`config.mk`:
```
export PLATFORM = sky130hd
export DESIGN_NAME = io_port_hub_flat
export DESIGN_NICKNAME = d
export VERILOG_FILES = /design/src/rtl/io_port_hub_pkg.sv /design/src/rtl/io_port_hub_if.sv /design/src/rtl/io_port_hub_fifo.sv /design/src/rtl/io_port_hub.sv /design/src/flat_wrapper.sv
export SDC_FILE = /design/constraint.sdc
export NUM_CORES = 1
export LEC_CHECK = 0
export CAP_MARGIN = 10
export CORE_UTILIZATION = 40
export DETAILED_ROUTE_END_ITERATION = 8
export SETUP_SLACK_MARGIN = 0.05
export SLEW_MARGIN = 20
export SYNTH_ARGS = -nofsm -noshare
export SYNTH_HDL_FRONTEND = slang
export SYNTH_SLANG_ARGS = --single-unit
export TNS_END_PERCENT = 5
```
`constraint.sdc`:
```
create_clock -name clk -period 7.25 [get_ports clk]
set_clock_uncertainty 0.1 [all_clocks]
set_input_delay 2.175 -clock clk [delete_from_list [all_inputs] [get_ports clk]]
set_output_delay 2.175 -clock clk [all_outputs]
set_load 0.1 [all_outputs]
```
`src/rtl/io_port_hub_pkg.sv`:
```
// Shared definitions for the I/O port hub: default sizes and address-width helper.
package io_port_hub_pkg;

  localparam int unsigned NUBITS_DEF = 16;
  localparam int unsigned NUIOIN_DEF = 2;
  localparam int unsigned NUIOOU_DEF = 2;
  localparam int unsigned ODEPTH_DEF = 4;

  // Select/pointer width; never narrower than one bit.
  function automatic int unsigned addr_w(input int unsigned n);
    return (n > 1) ? $clog2(n) : 1;
  endfunction

endpackage

```
`src/rtl/io_port_hub_if.sv`:
```
// Processor I/O bus plus the per-port producer/consumer streams of the hub.
interface io_port_hub_if
  import io_port_hub_pkg::*;
#(
  parameter int unsigned NUBITS = NUBITS_DEF,
  parameter int unsigned NUIOIN = NUIOIN_DEF,
  parameter int unsigned NUIOOU = NUIOOU_DEF
);

  localparam int unsigned IAW = addr_w(NUIOIN);
  localparam int unsigned OAW = addr_w(NUIOOU);

  logic [NUBITS-1:0]        io_out;
  logic [OAW-1:0]           addr_out;
  logic                     out_en;
  logic [NUBITS-1:0]        io_in;
  logic [IAW-1:0]           addr_in;
  logic                     req_in;
  logic                     itr;
  logic [NUIOIN*NUBITS-1:0] in_data;
  logic [NUIOIN-1:0]        in_valid;
  logic [NUIOIN-1:0]        in_ready;
  logic [NUIOOU*NUBITS-1:0] out_data;
  logic [NUIOOU-1:0]        out_valid;
  logic [NUIOOU-1:0]        out_ready;
  logic [NUIOOU-1:0]        ovf;

  modport master (
    output io_out, addr_out, out_en, addr_in, req_in, in_data, in_valid, out_ready,
    input  io_in, itr, in_ready, out_data, out_valid, ovf
  );

  modport slave (
    input  io_out, addr_out, out_en, addr_in, req_in, in_data, in_valid, out_ready,
    output io_in, itr, in_ready, out_data, out_valid, ovf
  );

endinterface

```
`src/rtl/io_port_hub_fifo.sv`:
```
// Output-port FIFO: push while full without a pop drops the word and sets sticky ovf.
module io_fifo
  import io_port_hub_pkg::*;
#(
  parameter int unsigned NUBITS = NUBITS_DEF,
  parameter int unsigned ODEPTH = ODEPTH_DEF
) (
  input  logic              clk,
  input  logic              rst,
  input  logic              push,
  input  logic              pop,
  input  logic [NUBITS-1:0] din,
  output logic [NUBITS-1:0] dout,
  output logic              empty,
  output logic              full,
  output logic              ovf
);

  localparam int unsigned FAW = addr_w(ODEPTH);
  localparam int unsigned CW  = FAW + 1;

  logic [NUBITS-1:0] mem_q [ODEPTH];
  logic [FAW-1:0]    rd_q, rd_d, wr_q, wr_d;
  logic [CW-1:0]     cnt_q, cnt_d;
  logic              ovf_q, ovf_d;
  logic              push_eff, pop_eff;

  assign empty = (cnt_q == '0);
  assign full  = (cnt_q == CW'(ODEPTH));
  assign dout  = mem_q[rd_q];
  assign ovf   = ovf_q;

  // A pop frees the slot, so a push into a full FIFO still lands in the same cycle.
  assign pop_eff  = pop & ~empty;
  assign push_eff = push & (~full | pop_eff);

  always_comb begin
    rd_d  = pop_eff  ? rd_q + 1'b1 : rd_q;
    wr_d  = push_eff ? wr_q + 1'b1 : wr_q;
    cnt_d = cnt_q;
    case ({push_eff, pop_eff})
      2'b10:   cnt_d = cnt_q + 1'b1;
      2'b01:   cnt_d = cnt_q - 1'b1;
      default: cnt_d = cnt_q;
    endcase
    ovf_d = ovf_q | (push & full & ~pop_eff);
  end

  always_ff @(posedge clk or negedge rst) begin
    if (!rst) begin
      rd_q  <= '0;
      wr_q  <= '0;
      cnt_q <= '0;
      ovf_q <= 1'b0;
    end else begin
      rd_q  <= rd_d;
      wr_q  <= wr_d;
      cnt_q <= cnt_d;
      ovf_q <= ovf_d;
    end
  end

  always_ff @(posedge clk or negedge rst) begin
    if (!rst) begin
      mem_q <= '{default: '0};
    end else if (push_eff) begin
      mem_q[wr_q] <= din;
    end
  end

endmodule

```
`src/rtl/io_port_hub.sv`:
```
// Peripheral-side I/O responder: input holding registers with read mux, per-port output FIFOs, interrupt.
module io_port_hub
  import io_port_hub_pkg::*;
#(
  parameter int unsigned NUBITS = NUBITS_DEF,
  parameter int unsigned NUIOIN = NUIOIN_DEF,
  parameter int unsigned NUIOOU = NUIOOU_DEF,
  parameter int unsigned ODEPTH = ODEPTH_DEF
) (
  input logic          clk,
  input logic          rst,
  io_port_hub_if.slave bus
);

  localparam int unsigned IAW = addr_w(NUIOIN);
  localparam int unsigned OAW = addr_w(NUIOOU);

  logic [NUBITS-1:0] hold_q [NUIOIN];
  logic [NUBITS-1:0] hold_d [NUIOIN];
  logic [NUIOIN-1:0] hv_q, hv_d;
  logic [NUBITS-1:0] io_in_q, io_in_d;
  logic              itr_q, itr_d;

  always_comb begin
    hold_d  = hold_q;
    hv_d    = hv_q;
    io_in_d = io_in_q;
    for (int unsigned k = 0; k < NUIOIN; k++) begin
      if (bus.req_in && (bus.addr_in == IAW'(k))) begin
        io_in_d = hold_q[k];
        hv_d[k] = 1'b0;
      end
    end
    // Capture is applied after the read so a word arriving on an empty port being read is kept.
    for (int unsigned k = 0; k < NUIOIN; k++) begin
      if (bus.in_valid[k] && !hv_q[k]) begin
        hold_d[k] = bus.in_data[k*NUBITS +: NUBITS];
        hv_d[k]   = 1'b1;
      end
    end
    itr_d = |hv_d;
  end

  always_ff @(posedge clk or negedge rst) begin
    if (!rst) begin
      hold_q  <= '{default: '0};
      hv_q    <= '0;
      io_in_q <= '0;
      itr_q   <= 1'b0;
    end else begin
      hold_q  <= hold_d;
      hv_q    <= hv_d;
      io_in_q <= io_in_d;
      itr_q   <= itr_d;
    end
  end

  assign bus.in_ready = ~hv_q;
  assign bus.io_in    = io_in_q;
  assign bus.itr      = itr_q;

  for (genvar j = 0; j < NUIOOU; j++) begin : g_out
    logic fifo_empty;

    io_fifo #(
      .NUBITS(NUBITS),
      .ODEPTH(ODEPTH)
    ) u_fifo (
      .clk   (clk),
      .rst   (rst),
      .push  (bus.out_en && (bus.addr_out == OAW'(j))),
      .pop   (bus.out_ready[j]),
      .din   (bus.io_out),
      .dout  (bus.out_data[j*NUBITS +: NUBITS]),
      .empty (fifo_empty),
      .full  (),
      .ovf   (bus.ovf[j])
    );

    assign bus.out_valid[j] = ~fifo_empty;
  end

endmodule

```
`src/flat_wrapper.sv`:
```
// flat-port wrapper written by rule: the top's interface ports become plain ports
module io_port_hub_flat import io_port_hub_pkg::*;
#(
  parameter int unsigned NUBITS = NUBITS_DEF,
  parameter int unsigned NUIOIN = NUIOIN_DEF,
  parameter int unsigned NUIOOU = NUIOOU_DEF,
  parameter int unsigned ODEPTH = ODEPTH_DEF
)
  (clk, rst, bus_io_out, bus_addr_out, bus_out_en, bus_addr_in, bus_req_in, bus_in_data, bus_in_valid, bus_out_ready, bus_io_in, bus_itr, bus_in_ready, bus_out_data, bus_out_valid, bus_ovf);
  io_port_hub_if #(.NUBITS(NUBITS), .NUIOIN(NUIOIN), .NUIOOU(NUIOOU)) bus_i ();
  input logic clk;
  input logic rst;
  input wire logic [$bits(bus_i.io_out)-1:0] bus_io_out;
  input wire logic [$bits(bus_i.addr_out)-1:0] bus_addr_out;
  input wire logic [$bits(bus_i.out_en)-1:0] bus_out_en;
  input wire logic [$bits(bus_i.addr_in)-1:0] bus_addr_in;
  input wire logic [$bits(bus_i.req_in)-1:0] bus_req_in;
  input wire logic [$bits(bus_i.in_data)-1:0] bus_in_data;
  input wire logic [$bits(bus_i.in_valid)-1:0] bus_in_valid;
  input wire logic [$bits(bus_i.out_ready)-1:0] bus_out_ready;
  output wire logic [$bits(bus_i.io_in)-1:0] bus_io_in;
  output wire logic [$bits(bus_i.itr)-1:0] bus_itr;
  output wire logic [$bits(bus_i.in_ready)-1:0] bus_in_ready;
  output wire logic [$bits(bus_i.out_data)-1:0] bus_out_data;
  output wire logic [$bits(bus_i.out_valid)-1:0] bus_out_valid;
  output wire logic [$bits(bus_i.ovf)-1:0] bus_ovf;
  assign bus_i.io_out = bus_io_out;
  assign bus_i.addr_out = bus_addr_out;
  assign bus_i.out_en = bus_out_en;
  assign bus_i.addr_in = bus_addr_in;
  assign bus_i.req_in = bus_req_in;
  assign bus_i.in_data = bus_in_data;
  assign bus_i.in_valid = bus_in_valid;
  assign bus_i.out_ready = bus_out_ready;
  assign bus_io_in = bus_i.io_in;
  assign bus_itr = bus_i.itr;
  assign bus_in_ready = bus_i.in_ready;
  assign bus_out_data = bus_i.out_data;
  assign bus_out_valid = bus_i.out_valid;
  assign bus_ovf = bus_i.ovf;
  io_port_hub #(.NUBITS(NUBITS), .NUIOIN(NUIOIN), .NUIOOU(NUIOOU), .ODEPTH(ODEPTH)) u_core (.clk(clk), .rst(rst), .bus(bus_i));
endmodule
```
---- Word-level counts from Yosys, hierarchy flattened ----
Index checks and enable logic that the tools add are counted.
operators by class
  $add $sub $neg .......................... 8
  multipliers ............................. 0
  divide/modulo/power cells ............... 0
  magnitude comparators ................... 6
  equal/unequal tests ..................... 6
  shift operators ......................... 0
  muxes and demuxes ....................... 20
  bitwise gates (word level) .............. 25
  reductions and logical operators ........ 16
operators with widths
  operator             number
  $bwmux 64            2
  $mux 16              8
  $bmux 16 s2          2
  $demux 16 s2         2
  $ge 3x3->1 const B   4
  $not 2->3            4
  $pmux 3 s2           2
  $add 2x1->2 const B  4
  $and 1x1->1          8
  $logic_and 1x1->1    8
  $not 1->1            8
  $add 3x1->3 const B  2
  $eq 3x3->1 const B   2
  $logic_not 3->1      2
  $lt 3x1->1 const B   2
  $reduce_bool 2->1    3
  $sub 3x1->3 const B  2
  $eq 2x1->1 const B   2
  $eq 2x2->1 const B   2
  $mux 1               4
  $or 1x1->1           4
  $logic_not 1->1      2
  $not 2->2            1
  $reduce_or 2->1      1
word-level totals
  flip-flop bits (word level) ............. 195
  bits in latches ......................... 0
  bits in writable memories ............... 0
  memory bits (read-only) ................. 0
  input port bits ......................... 58
  word-level logic and storage cells ...... 102
  memories ................................ 0

---- Longest topological paths before layout ----
  depth in word-level cells ............... 7
  depth in mapped cells ................... 9

---- Hierarchy ----
A second synthesis with hierarchy kept.
second synthesis, totals
  cell total of the unflattened synthesis .. 546
  area, all modules ....................... 8602.0 sq um
by module, submodules not included
  module       times used  cells each  area each (sq um)  seq. area each (sq um)
  io_fifo      2           195         3225.6             1801.7
  io_port_hub  1           156         2150.8             1276.2

---- Least setup slack after synthesis ----
OpenSTA, ideal clock, no wires.
  path type ............................... input-to-reg
  from .................................... input bus_out_ready[1]
  to ...................................... register u_core.g_out[1].u_fifo.cnt_q[2]
  library setup time ...................... 0.079 ns
  arrival ................................. 3.789 ns
  path slack .............................. 3.282 ns
  stages on the path ...................... 9
  path buffers ............................ 0
  cell sequence ........................... nor4b_4 nor2_1 inv_1 ha_1 inv_1 fa_1 xor2_1 nor2_1 xor2_1
on the way
  cells in the longest elaborated chain, start to end .. 5
RTL lines
  element                                          RTL line                text
  start: declaration                               flat_wrapper.sv:20      input wire logic [$bits(bus_i.out_ready)-1:0] bus_out_ready;
  $and 1x1->1 *                                    io_port_hub_fifo.sv:34  assign pop_eff = pop & ~empty;
  $or 1x1->1                                       io_port_hub_fifo.sv:35  assign push_eff = push & (~full | pop_eff);
  $and 1x1->1                                      io_port_hub_fifo.sv:35
  $eq 2x1->1 or $eq 2x2->1 (tied branches)         io_port_hub_fifo.sv:41  case ({push_eff, pop_eff})
  $pmux 3 s2 or $reduce_bool 2->1 (tied branches)  -
  end signal: assignment                           io_port_hub_fifo.sv:58  cnt_q <= cnt_d;
  end: declaration                                 io_port_hub_fifo.sv:24  logic [CW-1:0] cnt_q, cnt_d;
Every way passes the cells marked *; elsewhere a longest branch is shown, timed or not.
A chain may end at the register's enable or synchronous reset.

---- Final worst setup path ----
  from .................................... register u_core.g_out[0].u_fifo.rd_q[0]
  to ...................................... output bus_out_data[13]
on the way
  cells in the longest elaborated chain, start to end .. 4
RTL lines
  element                                     RTL line                text
  start: declaration                          io_port_hub_fifo.sv:23  logic [FAW-1:0] rd_q, rd_d, wr_q, wr_d;
  start signal: assignment                    io_port_hub_fifo.sv:56  rd_q <= rd_d;
  $not 2->3 (not written as such)             io_port_hub_fifo.sv:30  assign dout = mem_q[rd_q];
  $bmux 16 s2                                 io_port_hub_fifo.sv:30
  $mux 16 (not written as such) (2 in a row)  io_port_hub_fifo.sv:30
  end: declaration                            flat_wrapper.sv:24      output wire logic [$bits(bus_i.out_data)-1:0] bus_out_data;
No other way between the ends. The select of a mux whose other input is x is not followed.

==> run_summary.xml <==
<?xml version="1.0" encoding="UTF-8"?>
<metrics>
  <group name="yosys">
    <metric name="number_of_enable_type_register_cells_in_the_synthesized_netlist" unit="">0</metric>
    <metric name="netlist-cell-type-count" unit="">33</metric>
    <metric name="synth.yosys.seq_area_share" unit="%">57.1</metric>
    <metric name="async_flop_share" unit="%">100</metric>
    <metric name="postSynthCellCount" unit="">542</metric>
    <metric name="yosysWarningCount" unit="">0</metric>
    <metric name="ys_ff_latch" unit="">195</metric>
    <metric name="synthFlopType" unit="">dfrtp_1</metric>
    <metric name="netlist_area" unit="mm2">0.00854</metric>
    <metric name="postSynthNetCount" unit="">612</metric>
    <metric name="avgSynthCellArea" unit="um2">15.8</metric>
  </group>
  <group name="global_route">
    <metric name="first_pass_grt_wire_length" unit="um">29400</metric>
    <metric name="globalRoute.totalOverflow" unit="">0</metric>
    <metric name="grt.total_usage" unit="%">17.9</metric>
    <metric name="grt_pass1_vias" unit="">5235</metric>
    <metric name="pin_count_of_the_biggest_net_entering_global_routing" unit="">81</metric>
    <metric name="antenna_found_initial" unit="">0</metric>
  </group>
  <group name="floorplan">
    <metric name="floorplan.io_pins" unit="">113</metric>
    <metric name="design.core.area" unit="mm2">0.0210</metric>
    <metric name="die_h" unit="um">148</metric>
    <metric name="floorplan.initialDensity" unit="%">40.8</metric>
    <metric name="floorplan.die_area" unit="mm2">0.0219</metric>
    <metric name="die_w" unit="um">148</metric>
    <metric name="std_cell_rows" unit="">53</metric>
  </group>
  <group name="critical_path">
    <metric name="critical_path.endpoint_type" unit="">output pin</metric>
    <metric name="cp_slowest_cell" unit="">clkdlybuf4s50_1</metric>
    <metric name="worst_path_largest_cell_delay" unit="ns">0.99</metric>
    <metric name="worstPathRequired" unit="ns">4.97</metric>
    <metric name="criticalPathCategory" unit="">reg -&gt; out</metric>
    <metric name="cell_by_cell_trace_of_the_critical_path" unit="">buf_4, mux4_2, clkdlybuf4s50_1</metric>
    <metric name="path_max_fanout" unit="">11</metric>
    <metric name="critical_path.startpoint_type" unit="">flip-flop</metric>
    <metric name="critical_path_arrival" unit="ns">3.00</metric>
  </group>
  <group name="clocking">
    <metric name="worst_setup_hold_path_clk_slew" unit="ns">0.07</metric>
    <metric name="ctsRootBufferMaster" unit="">clkbuf_16</metric>
    <metric name="post_cts_resize_count" unit="">0</metric>
    <metric name="htreeDepth" unit="">4</metric>
    <metric name="post_cts_hold_buffer_count" unit="">0</metric>
    <metric name="cts.path.max_buffers" unit="">2</metric>
    <metric name="cts_tree" unit="">built</metric>
    <metric name="cts.sinks" unit="">195</metric>
    <metric name="post_cts.repair.setup_buffers" unit="">0</metric>
    <metric name="clock_insertion_delay_worst_skew" unit="ns">0.43</metric>
    <metric name="cts_made_buffers" unit="">17</metric>
  </group>
  <group name="finish">
    <metric name="area.growth.synth_to_final" unit="%">23.5</metric>
    <metric name="drive_above_1_share" unit="%">32.4</metric>
    <metric name="layout_commonest_cell" unit="">dfrtp_1</metric>
    <metric name="instances_no_fill" unit="">938</metric>
    <metric name="nFillCells" unit="">1819</metric>
    <metric name="layout.cells.most_common_list" unit="">dfrtp_1, mux2_2, clkdlybuf4s50_1</metric>
    <metric name="nNetsFinal" unit="">721</metric>
    <metric name="insertedDiodeCount" unit="">0</metric>
  </group>
  <group name="drt">
    <metric name="via_count" unit="">4785</metric>
    <metric name="wl_per_cell" unit="um">19.3</metric>
    <metric name="vias_per_cell" unit="">5.10</metric>
    <metric name="detail_route.wirelength" unit="um">18100</metric>
    <metric name="detail-route-antenna-nets" unit="">0</metric>
    <metric name="drc" unit="">0</metric>
    <metric name="detail_route.first_pass.iterations" unit="">4</metric>
    <metric name="drt_iter0_markers" unit="">143</metric>
  </group>
  <group name="job">
    <metric name="max_cap_check_violation_count" unit="">0</metric>
  </group>
  <group name="placement">
    <metric name="dp_hpwl" unit="um">12200</metric>
    <metric name="post-place-ws" unit="ns">2.31</metric>
    <metric name="finalWeightedCongestion" unit="">0.741</metric>
    <metric name="port_buffers" unit="">112</metric>
    <metric name="numPlacedInstances" unit="">907</metric>
  </group>
  <group name="run_status">
    <metric name="outcome" unit="">finished clean</metric>
  </group>
  <group name="timing">
    <metric name="post_layout_worst_setup_margin" unit="ns">1.98</metric>
    <metric name="fin_setup_tns" unit="ns">0</metric>
    <metric name="endpoints_failing_setup" unit="">0</metric>
    <metric name="worst_slew_margin_rel" unit="%">27.4</metric>
    <metric name="worst_slew_pin_slew" unit="ns">1.09</metric>
    <metric name="slew_violations" unit="">0</metric>
    <metric name="fmax" unit="MHz">190</metric>
    <metric name="finalCriticalPeriod" unit="ns">5.27</metric>
    <metric name="rsz0062_at_grt" unit="">no</metric>
    <metric name="report.final.hold_viol_count" unit="">0</metric>
    <metric name="post-route-period-util" unit="%">72.7</metric>
  </group>
  <group name="worst_hold_path">
    <metric name="min_path_type" unit="">reg -&gt; reg</metric>
  </group>
</metrics>
state kept, by name, indices dropped and copies added, names as in the netlist:
register	flops
u_core.g_out.u_fifo.rd_q	4
u_core.g_out.u_fifo.wr_q	4
u_core.bus.io_in	16
u_core.bus.itr	1
u_core.g_out.u_fifo.mem_q	128
u_core.hv_q	2
u_core.g_out.u_fifo.cnt_q	6
u_core.g_out.u_fifo.ovf	2
u_core.hold_q	32
cells in the mapped netlist, drive strengths merged, types with 4 or more instances:
cell    number  share of area, %
nor2        21              0.92
mux2i       17               2.0
mux4        32               8.4
a21oi       16              0.94
inv         16              0.70
nand2        4              0.21
dfrtp      195                57
clkbuf       9              0.40
xor2         6              0.62
xnor2        6              0.62
ha          10               1.5
nor3b        5              0.75
nor4bb       4              0.47
mux2       162                21
buf         23               2.0
layer usage:
metal	vias to the layer above	share of wire (%)	track usage (%)
li1	2169	-	-
met1	2534	46	24.1
met2	68	50	29.5
met3	14	2.9	3.53
met4	0	1.2	4.85
met5	-	0	0
cells by family (layout without fill, tap and decap cells):
group           after synthesis  after routing  share of synthesized area [%]
mux                         211            211                           31.8
flops                       195            195                           57.1
buf+inv                      48            169                           3.06
simple gates                 41             41                           3.28
compound gates               23             23                           1.57
fa+ha+maj                    12             12                           1.93
xor+xnor                     12             12                           1.23
final cells by class:
class	count	area [um2]	area share, %
flip-flops and latches	195	4880	46.3
multi-input cells	299	3480	33.0
repair buffers	122	1190	11.3
clock buffers	20	467	4.42
well taps	275	344	3.26
clock inverters	11	128	1.21
inverters	16	60.1	0.569
through the flow:
stage / area, um2 / util (%) / hold WS (ns)
2_1_floorplan: 8540 / - / 0.343
3_3_place_gp: 9960 / 47.5 / 0.361
3_5_place_dp: 9960 / 47.5 / 0.363
4_1_cts: 10600 / 50.4 / 0.382
5_1_grt: 10600 / 50.3 / 0.406
6_report: 10600 / 50.3 / 0.377
worst paths after layout:
path | depth (start not counted) | slack, ns | startpoint | endpoint
max | 3 | 1.98 | u_core.g_out[0].u_fifo.rd_q[0]$_DFFE_PN0P_ | bus_out_data[13]
min in group asynchronous | 1 | 1.62 | rst | u_core.g_out[1].u_fifo.mem_q[24]$_DFFE_PN0P_
max in group asynchronous | 2 | 4.31 | rst | u_core.g_out[0].u_fifo.mem_q[52]$_DFFE_PN0P_
min | 1 | 0.38 | u_core.g_out[1].u_fifo.ovf$_DFF_PN0_ | u_core.g_out[1].u_fifo.ovf$_DFF_PN0_
max reg2reg | 9 | 4.52 | u_core.g_out[0].u_fifo.cnt_q[0]$_DFFE_PN0P_ | u_core.g_out[0].u_fifo.cnt_q[2]$_DFFE_PN0P_
min reg2reg | 1 | 0.38 | u_core.g_out[1].u_fifo.ovf$_DFF_PN0_ | u_core.g_out[1].u_fifo.ovf$_DFF_PN0_
worst max-delay path, delay by kind of cell (launching register included):
family,cells,cell delay [ns]
buf+inv,2,1.35
mux,1,0.58
flops,1,0.63
Power is left out: the tool's default activity adds up to more than one toggle a clock period on the data nets, which glitch-free logic cannot reach.
